$ cat src/rtl/coherent_memory_control_n_pkg.sv
// Shared types for the snooping memory controller: word, RAM handshake state,
// controller FSM state and an index-width helper.
package coherent_memory_control_n_pkg;

  localparam int unsigned WORD_W = 32;

  typedef logic [WORD_W-1:0] word_t;

  typedef enum logic [1:0] {FREE, BUSY, ACCESS, ERROR} ramstate_t;

  typedef enum logic [2:0] {IDLE, SNOOP, CWB, CLW, SWB} mc_state_t;

  // Bits needed to index n items; never less than one.
  function automatic int unsigned idx_w(input int unsigned n);
    return (n > 1) ? $clog2(n) : 1;
  endfunction

endpackage

$ cat src/rtl/coherent_memory_control_n_if.sv
// Cache/RAM side bus of the memory controller.
// master: per-CPU L1 caches plus the RAM (drive requests, ramload, ramstate)
// slave : the controller (drives waits, load data, snoop controls, RAM request)
// Signals: iREN/iaddr/iwait/iload       instruction fetch, one lane per CPU
//          dREN/dWEN/daddr/dstore/dwait/dload  data block transfers
//          cctrans/ccwrite/ccwait/ccinv/ccsnoopaddr  coherence snoop handshake
//          ramREN/ramWEN/ramaddr/ramstore/ramload/ramstate  shared RAM port
interface coherent_memory_control_n_if
  import coherent_memory_control_n_pkg::*;
#(
  parameter int unsigned CPUS = 4
) ();

  logic [CPUS-1:0]  iREN;
  word_t [CPUS-1:0] iaddr;
  logic [CPUS-1:0]  iwait;
  word_t [CPUS-1:0] iload;

  logic [CPUS-1:0]  dREN;
  logic [CPUS-1:0]  dWEN;
  word_t [CPUS-1:0] daddr;
  word_t [CPUS-1:0] dstore;
  logic [CPUS-1:0]  dwait;
  word_t [CPUS-1:0] dload;

  logic [CPUS-1:0]  cctrans;
  logic [CPUS-1:0]  ccwrite;
  logic [CPUS-1:0]  ccwait;
  logic [CPUS-1:0]  ccinv;
  word_t [CPUS-1:0] ccsnoopaddr;

  logic             ramREN;
  logic             ramWEN;
  word_t            ramaddr;
  word_t            ramstore;
  word_t            ramload;
  ramstate_t        ramstate;

  modport master (
    output iREN, iaddr, dREN, dWEN, daddr, dstore, cctrans, ccwrite, ramload, ramstate,
    input  iwait, iload, dwait, dload, ccwait, ccinv, ccsnoopaddr,
           ramREN, ramWEN, ramaddr, ramstore
  );

  modport slave (
    input  iREN, iaddr, dREN, dWEN, daddr, dstore, cctrans, ccwrite, ramload, ramstate,
    output iwait, iload, dwait, dload, ccwait, ccinv, ccsnoopaddr,
           ramREN, ramWEN, ramaddr, ramstore
  );

endinterface

$ cat src/rtl/coherent_memory_control_n_rr_arbiter.sv
// Combinational round-robin pick: lowest requesting index at or after ptr_i,
// wrapping modulo N.
// Ports: req_i  request vector
//        ptr_i  index with highest priority this cycle
//        idx_o  granted index (0 when nothing requests)
//        valid_o at least one request present
module coherent_memory_control_n_rr_arbiter #(
  parameter int unsigned N  = 4,
  parameter int unsigned IW = (N > 1) ? $clog2(N) : 1
) (
  input  logic [N-1:0]  req_i,
  input  logic [IW-1:0] ptr_i,
  output logic [IW-1:0] idx_o,
  output logic          valid_o
);

  int unsigned pos;

  // Scan from the farthest offset down so the nearest requester is written last.
  always_comb begin
    idx_o   = '0;
    valid_o = 1'b0;
    pos     = '0;
    for (int k = int'(N) - 1; k >= 0; k--) begin
      pos = 32'(ptr_i) + 32'(k);
      if (pos >= N) pos = pos - N;
      if (req_i[IW'(pos)]) begin
        idx_o   = IW'(pos);
        valid_o = 1'b1;
      end
    end
  end

endmodule

$ cat src/rtl/coherent_memory_control_n.sv
// N-CPU snooping memory controller. Arbitrates instruction fetches and data
// block transfers onto one RAM port, snoops the other caches on a data read
// miss and forwards a Modified block cache-to-cache while writing it back.
// Ports: CLK  clock, all state on the rising edge
//        RST  synchronous active-high reset; also masks the RAM request
//        bus  controller side (slave modport) of the cache/RAM interface
module coherent_memory_control_n
  import coherent_memory_control_n_pkg::*;
#(
  parameter int unsigned CPUS        = 4,
  parameter int unsigned BLOCK_WORDS = 2
) (
  input logic                          CLK,
  input logic                          RST,
  coherent_memory_control_n_if.slave   bus
);

  localparam int unsigned IW   = idx_w(CPUS);
  localparam int unsigned CW   = idx_w(BLOCK_WORDS);
  localparam int unsigned LAST = BLOCK_WORDS - 1;

  mc_state_t       state_q, state_d;
  logic [IW-1:0]   dgrant_q, dgrant_d;
  logic [IW-1:0]   dptr_q, dptr_d;
  logic [IW-1:0]   iptr_q, iptr_d;
  logic [IW-1:0]   igrant_q, igrant_d;
  logic [IW-1:0]   owner_q, owner_d;
  logic            ifetch_q, ifetch_d;
  logic [CW-1:0]   wcnt_q, wcnt_d;

  logic [IW-1:0]   d_idx, i_idx, own_idx;
  logic            d_valid, i_valid, own_valid;
  logic            access;
  logic            last_word;

  assign access    = (bus.ramstate == ACCESS);
  assign last_word = (wcnt_q == CW'(LAST));

  function automatic logic [IW-1:0] nxt_idx(input logic [IW-1:0] i);
    return (32'(i) == CPUS - 1) ? '0 : i + IW'(1);
  endfunction

  coherent_memory_control_n_rr_arbiter #(.N(CPUS), .IW(IW)) u_darb (
    .req_i   (bus.dREN | bus.dWEN),
    .ptr_i   (dptr_q),
    .idx_o   (d_idx),
    .valid_o (d_valid)
  );

  coherent_memory_control_n_rr_arbiter #(.N(CPUS), .IW(IW)) u_iarb (
    .req_i   (bus.iREN),
    .ptr_i   (iptr_q),
    .idx_o   (i_idx),
    .valid_o (i_valid)
  );

  // Lowest-index snooped cache (not the requester) reporting a Modified copy.
  always_comb begin
    own_idx   = '0;
    own_valid = 1'b0;
    for (int j = int'(CPUS) - 1; j >= 0; j--) begin
      if (IW'(j) != dgrant_q && bus.ccwrite[IW'(j)]) begin
        own_idx   = IW'(j);
        own_valid = 1'b1;
      end
    end
  end

  // State register.
  always_ff @(posedge CLK) begin
    if (RST) begin
      state_q  <= IDLE;
      dgrant_q <= '0;
      dptr_q   <= '0;
      iptr_q   <= '0;
      igrant_q <= '0;
      owner_q  <= '0;
      ifetch_q <= 1'b0;
      wcnt_q   <= '0;
    end else begin
      state_q  <= state_d;
      dgrant_q <= dgrant_d;
      dptr_q   <= dptr_d;
      iptr_q   <= iptr_d;
      igrant_q <= igrant_d;
      owner_q  <= owner_d;
      ifetch_q <= ifetch_d;
      wcnt_q   <= wcnt_d;
    end
  end

  // Next-state logic; BUSY/ERROR simply leave everything as is.
  always_comb begin
    state_d  = state_q;
    dgrant_d = dgrant_q;
    dptr_d   = dptr_q;
    iptr_d   = iptr_q;
    igrant_d = igrant_q;
    owner_d  = owner_q;
    ifetch_d = ifetch_q;
    wcnt_d   = wcnt_q;
    case (state_q)
      IDLE: begin
        if (ifetch_q) begin
          // A fetch already on the RAM port runs to its ACCESS before data may win.
          if (access) begin
            ifetch_d = 1'b0;
            iptr_d   = nxt_idx(igrant_q);
          end
        end else if (d_valid) begin
          dgrant_d = d_idx;
          state_d  = bus.dWEN[d_idx] ? CWB : SNOOP;
        end else if (i_valid) begin
          if (access) begin
            iptr_d = nxt_idx(i_idx);
          end else begin
            ifetch_d = 1'b1;
            igrant_d = i_idx;
          end
        end
      end
      SNOOP: begin
        wcnt_d = '0;
        if (own_valid) begin
          owner_d = own_idx;
          state_d = SWB;
        end else begin
          state_d = CLW;
        end
      end
      CWB, CLW, SWB: begin
        if (access) begin
          if (last_word) begin
            wcnt_d  = '0;
            state_d = IDLE;
            dptr_d  = nxt_idx(dgrant_q);
          end else begin
            wcnt_d = wcnt_q + CW'(1);
          end
        end
      end
      default: state_d = IDLE;
    endcase
  end

  // Output logic; RST forces the idle values in the same cycle.
  always_comb begin
    bus.iwait    = '1;
    bus.dwait    = '1;
    bus.ccwait   = '0;
    bus.ccinv    = '0;
    bus.ramREN   = 1'b0;
    bus.ramWEN   = 1'b0;
    bus.ramaddr  = '0;
    bus.ramstore = '0;
    for (int i = 0; i < int'(CPUS); i++) begin
      bus.iload[i]       = bus.ramload;
      bus.dload[i]       = (state_q == SWB) ? bus.dstore[owner_q] : bus.ramload;
      bus.ccsnoopaddr[i] = bus.daddr[dgrant_q];
    end
    if (!RST) begin
      case (state_q)
        IDLE: begin
          if (ifetch_q) begin
            bus.ramREN  = 1'b1;
            bus.ramaddr = bus.iaddr[igrant_q];
            if (access) bus.iwait[igrant_q] = 1'b0;
          end else if (!d_valid && i_valid) begin
            bus.ramREN  = 1'b1;
            bus.ramaddr = bus.iaddr[i_idx];
            if (access) bus.iwait[i_idx] = 1'b0;
          end
        end
        SNOOP: begin
          for (int j = 0; j < int'(CPUS); j++) begin
            if (IW'(j) != dgrant_q) begin
              bus.ccwait[IW'(j)] = 1'b1;
              bus.ccinv[IW'(j)]  = bus.ccwrite[dgrant_q] & bus.cctrans[dgrant_q];
            end
          end
        end
        CWB: begin
          bus.ramWEN   = 1'b1;
          bus.ramaddr  = bus.daddr[dgrant_q];
          bus.ramstore = bus.dstore[dgrant_q];
          if (access) bus.dwait[dgrant_q] = 1'b0;
        end
        CLW: begin
          bus.ramREN  = 1'b1;
          bus.ramaddr = bus.daddr[dgrant_q];
          if (access) bus.dwait[dgrant_q] = 1'b0;
        end
        SWB: begin
          // Owner's word goes to RAM and to the requester in one access.
          bus.ccwait[owner_q] = 1'b1;
          bus.ramWEN          = 1'b1;
          bus.ramaddr         = bus.daddr[dgrant_q];
          bus.ramstore        = bus.dstore[owner_q];
          if (access) begin
            bus.dwait[dgrant_q] = 1'b0;
            bus.dwait[owner_q]  = 1'b0;
          end
        end
        default: ;
      endcase
    end
  end

endmodule

$ cat src/flat_wrapper.sv
// flat-port wrapper written by rule: the top's interface ports become plain ports
module coherent_memory_control_n_flat import coherent_memory_control_n_pkg::*;
#(
  parameter int unsigned CPUS        = 4,
  parameter int unsigned BLOCK_WORDS = 2
)
  (CLK, RST, bus_iREN, bus_iaddr, bus_dREN, bus_dWEN, bus_daddr, bus_dstore, bus_cctrans, bus_ccwrite, bus_ramload, bus_ramstate, bus_iwait, bus_iload, bus_dwait, bus_dload, bus_ccwait, bus_ccinv, bus_ccsnoopaddr, bus_ramREN, bus_ramWEN, bus_ramaddr, bus_ramstore);
  coherent_memory_control_n_if #(.CPUS(CPUS)) bus_i ();
  input logic CLK;
  input logic RST;
  input wire logic [$bits(bus_i.iREN)-1:0] bus_iREN;
  input wire logic [$bits(bus_i.iaddr)-1:0] bus_iaddr;
  input wire logic [$bits(bus_i.dREN)-1:0] bus_dREN;
  input wire logic [$bits(bus_i.dWEN)-1:0] bus_dWEN;
  input wire logic [$bits(bus_i.daddr)-1:0] bus_daddr;
  input wire logic [$bits(bus_i.dstore)-1:0] bus_dstore;
  input wire logic [$bits(bus_i.cctrans)-1:0] bus_cctrans;
  input wire logic [$bits(bus_i.ccwrite)-1:0] bus_ccwrite;
  input wire logic [$bits(bus_i.ramload)-1:0] bus_ramload;
  input wire logic [$bits(bus_i.ramstate)-1:0] bus_ramstate;
  output wire logic [$bits(bus_i.iwait)-1:0] bus_iwait;
  output wire logic [$bits(bus_i.iload)-1:0] bus_iload;
  output wire logic [$bits(bus_i.dwait)-1:0] bus_dwait;
  output wire logic [$bits(bus_i.dload)-1:0] bus_dload;
  output wire logic [$bits(bus_i.ccwait)-1:0] bus_ccwait;
  output wire logic [$bits(bus_i.ccinv)-1:0] bus_ccinv;
  output wire logic [$bits(bus_i.ccsnoopaddr)-1:0] bus_ccsnoopaddr;
  output wire logic [$bits(bus_i.ramREN)-1:0] bus_ramREN;
  output wire logic [$bits(bus_i.ramWEN)-1:0] bus_ramWEN;
  output wire logic [$bits(bus_i.ramaddr)-1:0] bus_ramaddr;
  output wire logic [$bits(bus_i.ramstore)-1:0] bus_ramstore;
  assign bus_i.iREN = bus_iREN;
  assign bus_i.iaddr = bus_iaddr;
  assign bus_i.dREN = bus_dREN;
  assign bus_i.dWEN = bus_dWEN;
  assign bus_i.daddr = bus_daddr;
  assign bus_i.dstore = bus_dstore;
  assign bus_i.cctrans = bus_cctrans;
  assign bus_i.ccwrite = bus_ccwrite;
  assign bus_i.ramload = bus_ramload;
  assign bus_i.ramstate = bus_ramstate;
  assign bus_iwait = bus_i.iwait;
  assign bus_iload = bus_i.iload;
  assign bus_dwait = bus_i.dwait;
  assign bus_dload = bus_i.dload;
  assign bus_ccwait = bus_i.ccwait;
  assign bus_ccinv = bus_i.ccinv;
  assign bus_ccsnoopaddr = bus_i.ccsnoopaddr;
  assign bus_ramREN = bus_i.ramREN;
  assign bus_ramWEN = bus_i.ramWEN;
  assign bus_ramaddr = bus_i.ramaddr;
  assign bus_ramstore = bus_i.ramstore;
  coherent_memory_control_n #(.CPUS(CPUS), .BLOCK_WORDS(BLOCK_WORDS)) u_core (.CLK(CLK), .RST(RST), .bus(bus_i));
endmodule
$ cat config.mk
export PLATFORM = sky130hd
export DESIGN_NAME = coherent_memory_control_n_flat
export DESIGN_NICKNAME = d
export VERILOG_FILES = /design/src/rtl/coherent_memory_control_n_pkg.sv /design/src/rtl/coherent_memory_control_n_if.sv /design/src/rtl/coherent_memory_control_n_rr_arbiter.sv /design/src/rtl/coherent_memory_control_n.sv /design/src/flat_wrapper.sv
export SDC_FILE = /design/constraint.sdc
export NUM_CORES = 1
export LEC_CHECK = 0
export ABC_AREA = 1
export CAP_MARGIN = 15
export CORE_AREA = 4 4 348 350
export CTS_BUF_LIST = sky130_fd_sc_hd__clkbuf_16
export DETAILED_ROUTE_END_ITERATION = 8
export DIE_AREA = 0 0 352 354
export PLACE_DENSITY_LB_ADDON = 0.15
export SLEW_MARGIN = 20
export SYNTH_ARGS = -nofsm -noshare
export SYNTH_HDL_FRONTEND = slang
export SYNTH_SLANG_ARGS = --single-unit
$ cat constraint.sdc
create_clock -name CLK -period 2.3 [get_ports CLK]
set_input_delay 0.345 -clock CLK [delete_from_list [all_inputs] [get_ports CLK]]
set_output_delay 0.345 -clock CLK [all_outputs]
set_load 0.02 [all_outputs]
==> impl_metrics.sql, run 1 <==
INSERT INTO impl_metrics (metric_group, metric, value, unit) VALUES
('cts', 'cts_inserted_buffers', '3', ''),
('detailed_routing', 'routed-via-count', '15470', ''),
('logic_synthesis', 'share_of_synthesized_area_spent_on_multiplexers', '0', '%'),
('setup_path', 'worst-endpoint-arrival', '2.44', 'ns'),
('cts', 'max-clock-path-buffers', '2', ''),
('sta', 'finalMaxSlewViolations', '0', ''),
('die', 'floorplan.die_area', '124600', 'um2'),
('die', 'initial_core_util', '7.907', '%'),
('setup_path', 'sort_of_element_at_the_start_of_the_critical_path', 'flop', ''),
('detailed_routing', 'routed_wirelength', '103300', 'um'),
('die', 'area_of_the_core', '117800', 'um2'),
('power_and_ir_drop', 'power-per-cell-area', '849.3', 'nW/um2'),
('logic_synthesis', 'post_synth_xor_area_fraction', '0.2822', '%'),
('detailed_routing', 'drt-wirelength-per-cell', '24.65', 'um'),
('sta', 'max_freq', '359.4', 'MHz'),
('logic_synthesis', 'ys_seq_area_share', '3.010', '%'),
('cts', 'clock_sinks', '14', ''),
('sta', 'min_period_over_period', '121.0', '%'),
('sta', 'fin_setup_tns', '-33.17', 'ns'),
('layout', 'utilization', '21.52', '%'),
('logic_synthesis', 'synth_seq_cells', '14', ''),
('setup_path', 'maximum_fanout_along_the_worst_path', '23', ''),
('cts', 'worst_setup_hold_path_clk_slew', '0.05', 'ns'),
('placement', 'half_perimeter_wire_length_of_the_detailed_placement_result', '79410', 'um'),
('sta', 'grt_setup_unrepaired', 'yes', ''),
('setup_path', 'critical_path.endpoint_type', 'output pin', ''),
('layout', 'layout_cells_sized_above_1', '44.51', '%'),
('die', 'dieWidth', '352', 'um'),
('setup_path', 'critical_path_required', '1.96', 'ns'),
('logic_synthesis', 'simple_gate_share_of_the_synthesized_area', '32.40', '%'),
('detailed_routing', 'drtPass1Iterations', '5', ''),
('global_routing', 'grt-ovfl-total', '0', ''),
('sta', 'report.final.hold_viol_count', '0', ''),
('global_routing', 'number_of_global_route_vias_before_repair', '16190', ''),
('layout', 'fillers', '13160', ''),
('layout', 'area_growth', '172.1', '%'),
('setup_path', 'critical_path.cell_chain', 'buf_12 -> xnor2_4 -> nand2_2 -> nand2_1 -> inv_2 -> buf_4 -> a31oi_4 -> buf_6 -> buf_12 -> nand3_1 -> nand3_1 -> a21oi_1 -> clkdlybuf4s15_2', ''),
('logic_synthesis', 'synthesis.yosys.warnings', '0', ''),
('setup_path', 'critical_path_buf_inv_count', '6', ''),
('setup_path', 'critical_path_class', 'reg -> out', ''),
('logic_synthesis', 'netlist-cell-type-count', '35', ''),
('worst_hold_path', 'hold_path_class', 'reg -> reg', ''),
('layout', 'multi_input_comb_area', '7883', 'um2'),
('global_routing', 'antenna_found_initial', '37', ''),
('setup_path', 'cpLargestDelayFamily', 'buffers and inverters', ''),
('cts', 'cts-htree-levels', '1', ''),
('placement', 'globalplace.congestion', '0.8136', ''),
('sta', 'setup_violations', '191', ''),
('cts', 'worstSkewPairLatency', '0.25', 'ns'),
('setup_path', 'critical_path.slowest_cell', 'sky130_fd_sc_hd__dfxtp_4', ''),
('logic_synthesis', 'syn_area', '9311', 'um2'),
('logic_synthesis', 'synth_top_family_by_area', 'buffers and inverters', ''),
('flow_run', 'cap_violations', '0', ''),
('layout', 'num-nets-final', '3102', ''),
('power_and_ir_drop', 'static-leakage-power', '10.55', 'nW'),
('die', 'pin_count', '906', ''),
('global_routing', 'wire_length_of_the_first_global_routing_pass', '138300', 'um'),
('sta', 'period_needed', '2.782', 'ns'),
('detailed_routing', 'route.antenna.remaining_nets', '0', ''),
('detailed_routing', 'route.detailed.drc', '0', ''),
('detailed_routing', 'detailedRoute.firstIterationViolations', '756', ''),
('cts', 'clock_tree.root_cell', 'sky130_fd_sc_hd__clkbuf_16', ''),
('detailed_routing', 'detail_route.vias_per_cell', '3.691', ''),
('logic_synthesis', 'synth.avg_cell_area', '5.436', 'um2'),
('run_status', 'run_status', 'finished with violations', ''),
('logic_synthesis', 'synth_compound_gate_area_share', '26.44', '%'),
('global_routing', 'grt_usage', '15.57', '%'),
('cts', 'tritoncts', 'built', ''),
('die', 'die-height', '354', 'um'),
('die', 'floorplan.rows', '126', ''),
('sta', 'setup_ws', '-0.4822', 'ns'),
('logic_synthesis', 'number_of_instances_in_the_synthesized_netlist', '1713', ''),
('logic_synthesis', 'synth_fa_ha_area_share', '1.612', '%'),
('layout', 'final-seq-area', '304.0', 'um2'),
('sta', 'finClkSkew', '0.005792', 'ns'),
('setup_path', 'slowest_delay', '0.36', 'ns'),
('placement', 'port_buffers', '901', ''),
('global_routing', 'grt_start_max_net_pins', '57', ''),
('run_status', 'failing_checks', 'setup timing', ''),
('power_and_ir_drop', 'ir_drop', '0.0004950', 'V');
==> area by class of cell <==
type / count / area share, %
diodes: 6 / 0.05925
clock buffers: 3 / 0.2963
clock inverters: 1 / 0.01481
inverters: 104 / 1.703
multi-input cells: 1152 / 31.11
flip-flops and latches: 14 / 1.200
well taps: 1536 / 7.584
repair buffers: 1375 / 58.04
==> metal layers <==
layer	part of all wire (%)	up-vias	track usage, %
met5	0.21	-	0
met1	40	7396	17.98
li1	-	7330	-
met3	6.4	78	3.719
met4	1.2	34	1.649
met2	53	632	29.75
==> cell usage after synthesis <==
cell type	number	area, um2
sky130_fd_sc_hd__buf_4	333	2500
sky130_fd_sc_hd__nand2_1	286	1074
sky130_fd_sc_hd__nand3_1	253	1266
sky130_fd_sc_hd__o21ai_0	198	991.0
sky130_fd_sc_hd__nor2_1	156	585.6
sky130_fd_sc_hd__a21oi_1	108	540.5
sky130_fd_sc_hd__inv_1	94	352.8
sky130_fd_sc_hd__clkbuf_1	80	300.3
sky130_fd_sc_hd__o22ai_1	33	206.5
sky130_fd_sc_hd__a21o_1	32	240.2
sky130_fd_sc_hd__a32o_1	32	320.3
sky130_fd_sc_hd__buf_2	22	110.1
sky130_fd_sc_hd__dfxtp_1	14	280.3
sky130_fd_sc_hd__ha_1	12	150.1
sky130_fd_sc_hd__inv_2	8	30.03
sky130_fd_sc_hd__o21ai_1	8	40.04
sky130_fd_sc_hd__buf_1	7	26.28
sky130_fd_sc_hd__a211oi_1	4	30.03
sky130_fd_sc_hd__a22o_1	4	35.03
sky130_fd_sc_hd__buf_6	4	45.04
sky130_fd_sc_hd__nor3_1	4	20.02
sky130_fd_sc_hd__nand2_2	3	18.77
sky130_fd_sc_hd__nor2_2	3	18.77
sky130_fd_sc_hd__a31oi_1	2	12.51
sky130_fd_sc_hd__clkinv_1	2	7.510
sky130_fd_sc_hd__xnor2_1	2	17.52
sky130_fd_sc_hd__a22oi_1	1	7.510
sky130_fd_sc_hd__a311oi_1	1	8.760
sky130_fd_sc_hd__a31oi_4	1	21.27
sky130_fd_sc_hd__conb_1	1	3.750
sky130_fd_sc_hd__nand3_2	1	10.01
sky130_fd_sc_hd__nand3b_1	1	7.510
sky130_fd_sc_hd__nor3_4	1	16.27
sky130_fd_sc_hd__o21ai_2	1	8.760
sky130_fd_sc_hd__xor2_1	1	8.760
==> what timing repair did <==
| action | CTS | global route |
|---|---|---|
| gates cloned | 21 | 3 |
| hold buffers | 0 | 0 |
| setup endpoints to repair | 331 | 302 |
| pin swaps | 96 | 118 |
| gates resized for setup | 1737 | 463 |
| buffers inserted | 157 | 36 |
==> cell usage in the layout (no fill, tap or decap), types with 15 or more instances in the layout <==
master	netlist	final
sky130_fd_sc_hd__nor2_4	0	22
sky130_fd_sc_hd__o21ai_0	198	123
sky130_fd_sc_hd__a21o_4	0	19
sky130_fd_sc_hd__nand2_1	286	226
sky130_fd_sc_hd__buf_8	0	18
sky130_fd_sc_hd__o21ai_4	0	31
sky130_fd_sc_hd__nor2_1	156	116
sky130_fd_sc_hd__buf_4	333	263
sky130_fd_sc_hd__nor2_2	3	21
sky130_fd_sc_hd__nand2_2	3	24
sky130_fd_sc_hd__a21oi_4	0	20
sky130_fd_sc_hd__buf_2	22	31
sky130_fd_sc_hd__buf_16	0	20
sky130_fd_sc_hd__a21oi_2	0	44
sky130_fd_sc_hd__nand3_1	253	190
sky130_fd_sc_hd__o22ai_2	0	28
sky130_fd_sc_hd__inv_1	94	84
sky130_fd_sc_hd__clkdlybuf4s15_2	0	36
sky130_fd_sc_hd__inv_2	8	15
sky130_fd_sc_hd__o21ai_1	8	28
sky130_fd_sc_hd__nand2_4	0	38
sky130_fd_sc_hd__buf_12	0	90
sky130_fd_sc_hd__buf_6	4	304
sky130_fd_sc_hd__clkbuf_2	0	28
sky130_fd_sc_hd__clkdlybuf4s50_1	0	552
sky130_fd_sc_hd__a32o_1	32	32
sky130_fd_sc_hd__nand3_2	1	55
sky130_fd_sc_hd__a21oi_1	108	44
sky130_fd_sc_hd__dlygate4sd2_1	0	22
sky130_fd_sc_hd__o21ai_2	1	25
==> path summary, 6_finish.rpt <==
kind / startpoint / endpoint / slack, ns / depth (start not counted)
setup / recovery: u_core.iptr_q[0] / bus_ramaddr[5] / -0.48 / 13
hold / removal: u_core.last_word / u_core.last_word / 0.52 / 2
setup reg to reg: u_core.iptr_q[0] / u_core.igrant_q[1] / 0.01 / 15
hold reg to reg: u_core.last_word / u_core.last_word / 0.52 / 2
==> report_power, final <==
part | switching [mW] | internal [mW]
Combinational | 11.1 | 9.65
Clock | 0.117 | 0.231
Sequential | 0.0771 | 0.305
Total | 11.3 | 10.2
==> metrics by stage <==
stage                     total power [mW]  setup slack (ns)  instance area [um2]  hold slack (ns)  std cells
after floorplan                      9.370          -0.02120                 9598           0.4559       1716
after global placement               18.20            -1.049                20300           0.5080       3989
after detailed placement             18.06            -1.031                20300           0.5151       3989
after CTS                            21.02           -0.4947                23920           0.5206       4166
after global routing                 22.89           -0.5884                25330           0.5368       4186
final                                21.52           -0.4822                25340           0.5159       4191
==> worst register-to-register path, delay by kind of cell, from the launching register on <==
family | cells | cell delay (ns)
and+or+nand+nor | 5 | 0.56
buffers and inverters | 7 | 0.97
AOI/OAI and AO/OA | 3 | 0.26
DFF | 1 | 0.36
==> cell families (layout without fill, tap and decap cells) <==
group	Yosys count	in the layout
other cells	1	10
fa+ha+maj	12	12
simple gates	708	708
compound gates	425	425
xor+xnor	3	3
flops	14	14
buf+inv	550	1483
==> registers in the layout, indices dropped and copies added, names as in the netlist <==
signal and cells:
u_core.state_q 3, u_core.last_word 1, u_core.ifetch_q 1, u_core.dgrant_q 2
u_core.iptr_q 2, u_core.owner_q 1, u_core.dptr_q 2, u_core.igrant_q 2
(Power assumes the default switching activity.)
==> run 2, diff against run 1 <==
Settings changed: CTS_CLUSTER_DIAMETER from default to 40, SETUP_SLACK_MARGIN from default to 0.3.
==> run 2 against run 1 <==
Compared with the run above: the flow still finishes with violations (setup timing); global-route usage rose by 1.1 points; fmax rose by 0.55%; critical path depth rose by 3; clock power fell by 2%; first-iteration DRC count fell by 2.0%; die area did not move; sequential power rose by 4%; register-to-register slack improved by 0.02 ns; critical endpoint is now bus_ramaddr[31]; power rose by 29%.
==> impl_metrics.sql, run 2 (synthesis gave the netlist of run 1 again) <==
INSERT INTO impl_metrics (metric_group, metric, value, unit) VALUES
('sta', 'finalMaxSlewViolations', '0', ''),
('placement', 'globalplace.congestion', '0.8230', ''),
('cts', 'clock_sinks', '14', ''),
('die', 'pin_count', '906', ''),
('setup_path', 'critical_path_required', '1.96', 'ns'),
('sta', 'timing_worst_slew_pin_value', '0.5270', 'ns'),
('flow_run', 'cap_violations', '0', ''),
('power_and_ir_drop', 'power-per-cell-area', '959.7', 'nW/um2'),
('power_and_ir_drop', 'seqPwrFrac', '1.4', '%'),
('cts', 'cts_inserted_buffers', '3', ''),
('sta', 'max_freq', '361.4', 'MHz'),
('global_routing', 'grt_start_max_net_pins', '58', ''),
('worst_hold_path', 'hold_path_class', 'reg -> reg', ''),
('cts', 'max-clock-path-buffers', '2', ''),
('placement', 'port_buffers', '901', ''),
('layout', 'regMostFlops', 'u_core.state_q', ''),
('global_routing', 'antenna_found_initial', '24', ''),
('sta', 'period_needed', '2.767', 'ns'),
('die', 'dieWidth', '352', 'um'),
('detailed_routing', 'detailedRoute.firstIterationViolations', '741', ''),
('run_status', 'failing_checks', 'setup timing', ''),
('layout', 'num-nets-final', '3251', ''),
('setup_path', 'sort_of_element_at_the_start_of_the_critical_path', 'flop', ''),
('sta', 'setup_ws', '-0.4669', 'ns'),
('power_and_ir_drop', 'static-leakage-power', '11.85', 'nW'),
('power_and_ir_drop', 'netSwitchingPower', '13.57', 'mW'),
('setup_path', 'critical_path.endpoint_type', 'output pin', ''),
('global_routing', 'grt-ovfl-total', '0', ''),
('global_routing', 'number_of_global_route_vias_before_repair', '16750', ''),
('sta', 'hold-worst-slack', '0.5215', 'ns'),
('detailed_routing', 'route.antenna.remaining_nets', '0', ''),
('global_routing', 'wire_length_of_the_first_global_routing_pass', '146000', 'um'),
('sta', 'min_period_over_period', '120.3', '%'),
('power_and_ir_drop', 'p_comb_share', '97.3', '%'),
('setup_path', 'crit_top_cell', 'sky130_fd_sc_hd__buf_6', ''),
('die', 'area_of_the_core', '117800', 'um2'),
('detailed_routing', 'detail_route.wirelength.met1', '45700', 'um'),
('detailed_routing', 'drt-wirelength-per-cell', '25.41', 'um'),
('global_routing', 'grt_usage', '16.63', '%'),
('detailed_routing', 'detail_route.vias_per_cell', '3.714', ''),
('setup_path', 'critical_path_class', 'reg -> out', ''),
('run_status', 'run_status', 'finished with violations', ''),
('cts', 'worstSkewPairLatency', '0.25', 'ns'),
('die', 'floorplan.die_area', '124600', 'um2'),
('cts', 'clock_tree.root_cell', 'sky130_fd_sc_hd__clkbuf_16', ''),
('setup_path', 'worst-endpoint-arrival', '2.42', 'ns'),
('detailed_routing', 'drtPass1Iterations', '5', ''),
('power_and_ir_drop', 'clock_power_share', '1.2', '%'),
('detailed_routing', 'routed_wirelength', '110300', 'um'),
('layout', 'layout_cells_sized_above_1', '52.14', '%'),
('die', 'initial_core_util', '7.907', '%'),
('layout', 'largest_reg_flops', '3', ''),
('setup_path', 'slowest_delay', '0.36', 'ns'),
('cts', 'tritoncts', 'built', ''),
('cts', 'worst_setup_hold_path_clk_slew', '0.05', 'ns'),
('placement', 'detailedPlace.worstSlack', '-1.047', 'ns'),
('die', 'floorplan.rows', '126', ''),
('layout', 'area_growth', '210.5', '%'),
('layout', 'most_common_cell_after_layout_fill_and_taps_aside', 'sky130_fd_sc_hd__clkdlybuf4s50_1', ''),
('setup_path', 'critical_path.cell_chain', 'buf_12 -> nand2_4 -> o21ai_4 -> nand2_2 -> buf_6 -> buf_6 -> nand3_4 -> a31oi_4 -> buf_6 -> inv_12 -> buf_12 -> buf_6 -> nand3_4 -> nand3_4 -> a21oi_4 -> buf_6', ''),
('layout', 'utilization', '24.55', '%'),
('detailed_routing', 'routed-via-count', '16130', ''),
('sta', 'finClkSkew', '0.001889', 'ns'),
('sta', 'grt_setup_unrepaired', 'yes', ''),
('layout', 'layout.cells.most_common_list', 'sky130_fd_sc_hd__clkdlybuf4s50_1 (530), sky130_fd_sc_hd__buf_6 (454), sky130_fd_sc_hd__buf_4 (295)', ''),
('sta', 'report.final.hold_viol_count', '0', ''),
('power_and_ir_drop', 'ir_drop', '0.0008622', 'V'),
('power_and_ir_drop', 'switching_share', '48.91', '%'),
('detailed_routing', 'highest_layer', 'met5', ''),
('detailed_routing', 'routed-wl-met3', '6599', 'um'),
('die', 'die-height', '354', 'um'),
('power_and_ir_drop', 'internal-power', '14.18', 'mW'),
('setup_path', 'critical_path.slowest_cell', 'sky130_fd_sc_hd__dfxtp_4', ''),
('detailed_routing', 'route.detailed.drc', '0', ''),
('detailed_routing', 'metal2_wl', '55830', 'um'),
('sta', 'timing.max_slew.rel_slack', '64.87', '%'),
('cts', 'cts-htree-levels', '1', ''),
('sta', 'setup_violations', '212', ''),
('setup_path', 'maximum_fanout_along_the_worst_path', '8', ''),
('placement', 'half_perimeter_wire_length_of_the_detailed_placement_result', '84660', 'um'),
('cts', 'hold_buffers', '0', '');
[run 2: cell count changes in the layout (fill, tap and decap cells not counted), sizes merged]
cell | previous run | this run
dlygate4sd2 | 22 | 33
buf | 726 | 959
clkdlybuf4s50 | 552 | 530
clkbuf | 34 | 4
diode | 6 | 8
bufbuf | 5 | 1
clkdlybuf4s15 | 39 | 0
[run 2: per-stage QoR]
step / instance area, um2 / TNS, ns / cells / total power, mW
floorplan: 10230 / 0 / 1716 / 10.01
global placement: 21610 / -103.72 / 4034 / 20.12
detailed placement: 21610 / -98.91 / 4034 / 19.97
CTS: 26720 / -54.40 / 4282 / 26.07
global route: 28900 / -63.48 / 4338 / 29.14
finish: 28910 / -40.17 / 4342 / 27.75
[run 2: critical path, delay by kind of cell, from the launching register on]
family	cells	cell delay (ns)
AO/OA/AOI/OAI	3	0.50
AND/OR/NAND/NOR	5	0.33
flip-flops	1	0.36
buffers and inverters	8	0.97
[run 2: worst paths after layout]
check / slack (ns) / cells after the start / endpoint / from
min reg2reg: 0.52 / 2 / u_core.last_word / u_core.last_word
max reg2reg: 0.03 / 16 / u_core.iptr_q[1] / u_core.iptr_q[0]
min: 0.52 / 2 / u_core.last_word / u_core.last_word
max: -0.47 / 16 / bus_ramaddr[31] / u_core.iptr_q[0]
[run 2: routing by layer]
metal	up-vias	GRT usage, %
li1	7629	-
met1	7822	20.09
met2	562	30.36
met3	93	4.059
met4	22	2.279
met5	-	0
[run 2: final cells by class]
type                    count  area [um2]
fillers                 12920       88860
repair buffers           1524       17140
multi-input cells        1152        9014
well taps                1536        1922
inverters                 104       432.9
flip-flops and latches     14       300.3
clock buffers               3       75.07
diodes                      8       20.02
clock inverters             1       3.754
[run 2: timing repair]
action                                  in CTS  in global routing
resized for setup                         2233                432
gates cloned                                25                  1
pin swaps                                  118                 97
endpoints found under the setup margin     394                378
setup buffers                              219                 51
[run 2: power groups by stage]
stage / logic [mW] / clock network, mW / registers (mW)
after floorplan: 9.68 / 0 / 0.333
after global placement: 19.7 / 0 / 0.401
after detailed placement: 19.6 / 0 / 0.400
after CTS: 25.3 / 0.355 / 0.400
after global routing: 28.4 / 0.367 / 0.409
final: 27.0 / 0.342 / 0.397
==> run 3, diff against run 2 <==
Settings changed: CORE_AREA 4 4 348 350 to 4 4 346 348, DIE_AREA 0 0 352 354 to 0 0 350 352, SYNTH_HIERARCHICAL from default to 1.
==> run 3 against run 2 <==
Compared with the run above: the flow still finishes with violations (setup timing); via count is 2.6% higher; synthesized cell count is 9.0% higher; die area is 1.1% lower; register-to-register slack worse by 0.21 ns; routed wire length hardly changed; clock power is 2% higher; fmax is 3.4% lower; utilization is 0.17 points higher; first-iteration DRC count is 7.2% lower; power is 13% higher; area after synthesis is 2.4% higher; final area is 0.62% lower; critical path type unchanged; critical endpoint is now bus_ramaddr[18].
==> impl_metrics.sql, run 3 <==
INSERT INTO impl_metrics (metric_group, metric, value, unit) VALUES
('detailed_routing', 'drt-wirelength-per-cell', '24.55', 'um'),
('sta', 'setup_violations', '162', ''),
('logic_synthesis', 'synthesis.yosys.warnings', '6', ''),
('logic_synthesis', 'yosys_most_used_dff', 'sky130_fd_sc_hd__dfxtp_1', ''),
('sta', 'max_freq', '349.2', 'MHz'),
('sta', 'report.final.hold_viol_count', '0', ''),
('layout', 'area_growth', '201.2', '%'),
('setup_path', 'critical_path_required', '1.96', 'ns'),
('layout', 'post-route-cell-area', '28730', 'um2'),
('flow_run', 'cap_violations', '0', ''),
('logic_synthesis', 'asyncSetResetFlopFracSynth', '0', '%'),
('power_and_ir_drop', 'ir_drop', '0.0006960', 'V'),
('cts', 'cts-htree-levels', '1', ''),
('global_routing', 'grt_start_max_net_pins', '38', ''),
('logic_synthesis', 'ys_seq_area_share', '2.938', '%'),
('setup_path', 'critical_path_class', 'reg -> out', ''),
('global_routing', 'wire_length_of_the_first_global_routing_pass', '143700', 'um'),
('setup_path', 'cpLargestDelayFamily', 'buffers and inverters', ''),
('sta', 'period_needed', '2.864', 'ns'),
('placement', 'globalplace.congestion', '0.8727', ''),
('cts', 'worst_setup_hold_path_clk_slew', '0.05', 'ns'),
('sta', 'timing_worst_slew_pin_value', '0.5785', 'ns'),
('detailed_routing', 'detailedRoute.firstIterationViolations', '688', ''),
('layout', 'layout_cells_sized_above_1', '53.02', '%'),
('detailed_routing', 'metal2_wl', '56960', 'um'),
('detailed_routing', 'detail_route.wirelength.met1', '44710', 'um'),
('cts', 'clock_sinks', '14', ''),
('cts', 'cts_inserted_buffers', '3', ''),
('logic_synthesis', 'synth.avg_cell_area', '5.109', 'um2'),
('setup_path', 'critical_path.endpoint_type', 'output pin', ''),
('die', 'floorplan.rows', '125', ''),
('layout', 'multi_input_comb_area', '9285', 'um2'),
('layout', 'most_common_cell_after_layout_fill_and_taps_aside', 'sky130_fd_sc_hd__clkdlybuf4s50_1', ''),
('detailed_routing', 'drtPass1Iterations', '5', ''),
('setup_path', 'slowest_delay', '0.39', 'ns'),
('placement', 'port_buffers', '901', ''),
('logic_synthesis', 'syn_area', '9539', 'um2'),
('layout', 'largest_reg_flops', '3', ''),
('cts', 'hold_buffers', '0', ''),
('layout', 'regMostFlops', 'u_core/state_q', ''),
('die', 'initial_core_util', '8.209', '%'),
('placement', 'placement.cell_area', '21610', 'um2'),
('global_routing', 'grt-ovfl-total', '0', ''),
('detailed_routing', 'routed_wirelength', '110300', 'um'),
('detailed_routing', 'route.antenna.remaining_nets', '0', ''),
('power_and_ir_drop', 'static-leakage-power', '11.98', 'nW'),
('setup_path', 'maximum_fanout_along_the_worst_path', '6', ''),
('sta', 'grt_setup_unrepaired', 'yes', ''),
('setup_path', 'critical_path.cell_chain', 'buf_6 -> nand2_4 -> and2_4 -> nand2_4 -> nand2_2 -> inv_2 -> nand2_2 -> nand2_4 -> nand2_8 -> inv_8 -> buf_12 -> buf_16 -> buf_4 -> buf_12 -> nand2_2 -> nand3_1 -> nand2_1 -> nand2_1 -> nand3_2 -> a21oi_4 -> buf_6', ''),
('detailed_routing', 'route.detailed.drc', '0', ''),
('logic_synthesis', 'netlist-cell-type-count', '33', ''),
('detailed_routing', 'routed-wl-met3', '5965', 'um'),
('worst_hold_path', 'hold_path_class', 'in -> reg', ''),
('sta', 'finalMaxSlewViolations', '0', ''),
('sta', 'finClkSkew', '0.005420', 'ns'),
('logic_synthesis', 'synth_top_cells_by_count', 'sky130_fd_sc_hd__nand2_1 (579), sky130_fd_sc_hd__buf_4 (329), sky130_fd_sc_hd__nand3_1 (195)', ''),
('sta', 'timing.max_slew.rel_slack', '61.43', '%'),
('logic_synthesis', 'yosysTopAreaCell', 'sky130_fd_sc_hd__buf_4', ''),
('setup_path', 'sort_of_element_at_the_start_of_the_critical_path', 'flop', ''),
('layout', 'final-seq-area', '304.0', 'um2'),
('sta', 'setup_ws', '-0.5637', 'ns'),
('logic_synthesis', 'synth_seq_cells', '14', ''),
('cts', 'tritoncts', 'built', ''),
('sta', 'min_period_over_period', '124.5', '%'),
('die', 'area_of_the_core', '116200', 'um2'),
('detailed_routing', 'detail_route.vias_per_cell', '3.682', ''),
('layout', 'fillers', '12790', ''),
('layout', 'utilization', '24.72', '%'),
('logic_synthesis', 'synth_edf_count', '0', ''),
('die', 'dieWidth', '350', 'um'),
('cts', 'worstSkewPairLatency', '0.25', 'ns'),
('power_and_ir_drop', 'power-per-cell-area', '1095', 'nW/um2'),
('global_routing', 'antenna_found_initial', '27', ''),
('setup_path', 'critical_path.slowest_cell', 'sky130_fd_sc_hd__dfxtp_4', ''),
('cts', 'clock_tree.root_cell', 'sky130_fd_sc_hd__clkbuf_16', ''),
('global_routing', 'number_of_global_route_vias_before_repair', '16780', ''),
('setup_path', 'critical_path_buf_inv_count', '8', ''),
('global_routing', 'grt_usage', '16.59', '%'),
('run_status', 'run_status', 'finished with violations', ''),
('logic_synthesis', 'synthMostInstantiatedCell', 'sky130_fd_sc_hd__nand2_1', ''),
('detailed_routing', 'highest_layer', 'met5', ''),
('power_and_ir_drop', 'design_power_total', '31.47', 'mW'),
('cts', 'max-clock-path-buffers', '2', ''),
('die', 'die-height', '352', 'um'),
('logic_synthesis', 'number_of_instances_in_the_synthesized_netlist', '1867', ''),
('setup_path', 'worst-endpoint-arrival', '2.52', 'ns'),
('logic_synthesis', 'netlist_top_cells_area', 'sky130_fd_sc_hd__buf_4 (26%), sky130_fd_sc_hd__nand2_1 (23%), sky130_fd_sc_hd__nand3_1 (10%), sky130_fd_sc_hd__o21ai_0 (8.4%), sky130_fd_sc_hd__a21oi_1 (7.3%)', ''),
('placement', 'half_perimeter_wire_length_of_the_detailed_placement_result', '86070', 'um'),
('run_status', 'failing_checks', 'setup timing', ''),
('detailed_routing', 'routed-via-count', '16550', ''),
('die', 'pin_count', '906', ''),
('logic_synthesis', 'post-synth-top-area-fraction', '25.89', '%'),
('layout', 'num-nets-final', '3412', ''),
('layout', 'layout.cells.most_common_list', 'sky130_fd_sc_hd__clkdlybuf4s50_1 (543), sky130_fd_sc_hd__nand2_1 (446), sky130_fd_sc_hd__buf_6 (403)', ''),
('die', 'floorplan.die_area', '123200', 'um2');
[run 3: cell types whose count changed in the layout (fill, tap and decap cells not counted), moves of 23 or more]
cell / change
sky130_fd_sc_hd__a21oi_2: +40
sky130_fd_sc_hd__a32o_1: -32
sky130_fd_sc_hd__buf_4: +78
sky130_fd_sc_hd__buf_6: -51
sky130_fd_sc_hd__buf_8: -24
sky130_fd_sc_hd__dlygate4sd2_1: -29
sky130_fd_sc_hd__inv_1: -35
sky130_fd_sc_hd__nand2_1: +221
sky130_fd_sc_hd__nand2_2: +59
sky130_fd_sc_hd__nand3_1: -54
sky130_fd_sc_hd__nor2_4: +23
sky130_fd_sc_hd__o21ai_1: +32
sky130_fd_sc_hd__o21ai_4: -36
[run 3: final timing paths]
path	from	to	slack, ns	depth (start not counted)
worst max-delay path	u_core/iptr_q[0]	bus_ramaddr[18]	-0.56	21
worst min-delay path	RST	u_core/state_q[1]	0.48	2
worst max register to register	u_core/iptr_q[0]	u_core/iptr_q[0]	-0.18	19
worst min register to register	u_core/last_word	u_core/last_word	0.52	2
[run 3: cells by family (layout without fill, tap and decap cells)]
| logic type | count (synthesis) | count (layout) | synth area share [%] |
|---|---|---|---|
| AND/OR/NAND/NOR | 962 | 962 | 41.68 |
| buffers and inverters | 525 | 1614 | 34.55 |
| AO/OA/AOI/OAI | 351 | 351 | 18.98 |
| flip-flops | 14 | 14 | 2.938 |
| adder cells (fa/ha/maj) | 12 | 12 | 1.574 |
| multiplexers | 2 | 2 | 0.2361 |
| other | 1 | 16 | 0.03931 |
[run 3: routing by layer]
| layer | vias up | track usage (%) |
|---|---|---|
| li1 | 7940 | - |
| met1 | 7926 | 19.80 |
| met2 | 600 | 30.97 |
| met3 | 78 | 2.605 |
| met4 | 8 | 3.553 |
| met5 | - | 0 |
[run 3: cell type report]
| class | count | share of cell area, % |
|---|---|---|
| diodes | 12 | 0.1045 |
| well taps | 1524 | 6.637 |
| flip-flops and latches | 14 | 1.058 |
| clock inverters | 1 | 0.01307 |
| inverters | 80 | 1.219 |
| clock buffers | 3 | 0.2613 |
| multi-input cells | 1331 | 32.32 |
| repair inverters | 2 | 0.1002 |
| repair buffers | 1528 | 58.29 |
[run 3: stage by stage]
step                setup WS (ns)  setup TNS, ns  std cells  hold slack [ns]
floorplan                  0.1121              0       1870           0.4564
global placement           -1.197         -68.60       4186           0.5006
detailed placement         -1.174         -68.08       4186           0.5110
CTS                       -0.5613         -35.98       4421           0.4808
global route              -0.6598         -50.34       4493           0.4942
finish                    -0.5637         -30.62       4495           0.4833
[run 3: timing repair]
item                       in CTS  in global routing
setup buffers                 205                 53
resized for setup            2306                330
pin swaps                     145                154
gates cloned                   26                  9
setup endpoints to repair     418                432
[run 3: power by group]
part           internal, mW  switching, mW  leakage [nW]  total, mW
Clock                 0.231          0.119        0.0386      0.350
Combinational          15.4           15.3          11.8       30.7
Sequential            0.315          0.100         0.120      0.415
Total                  16.0           15.5          12.0       31.5
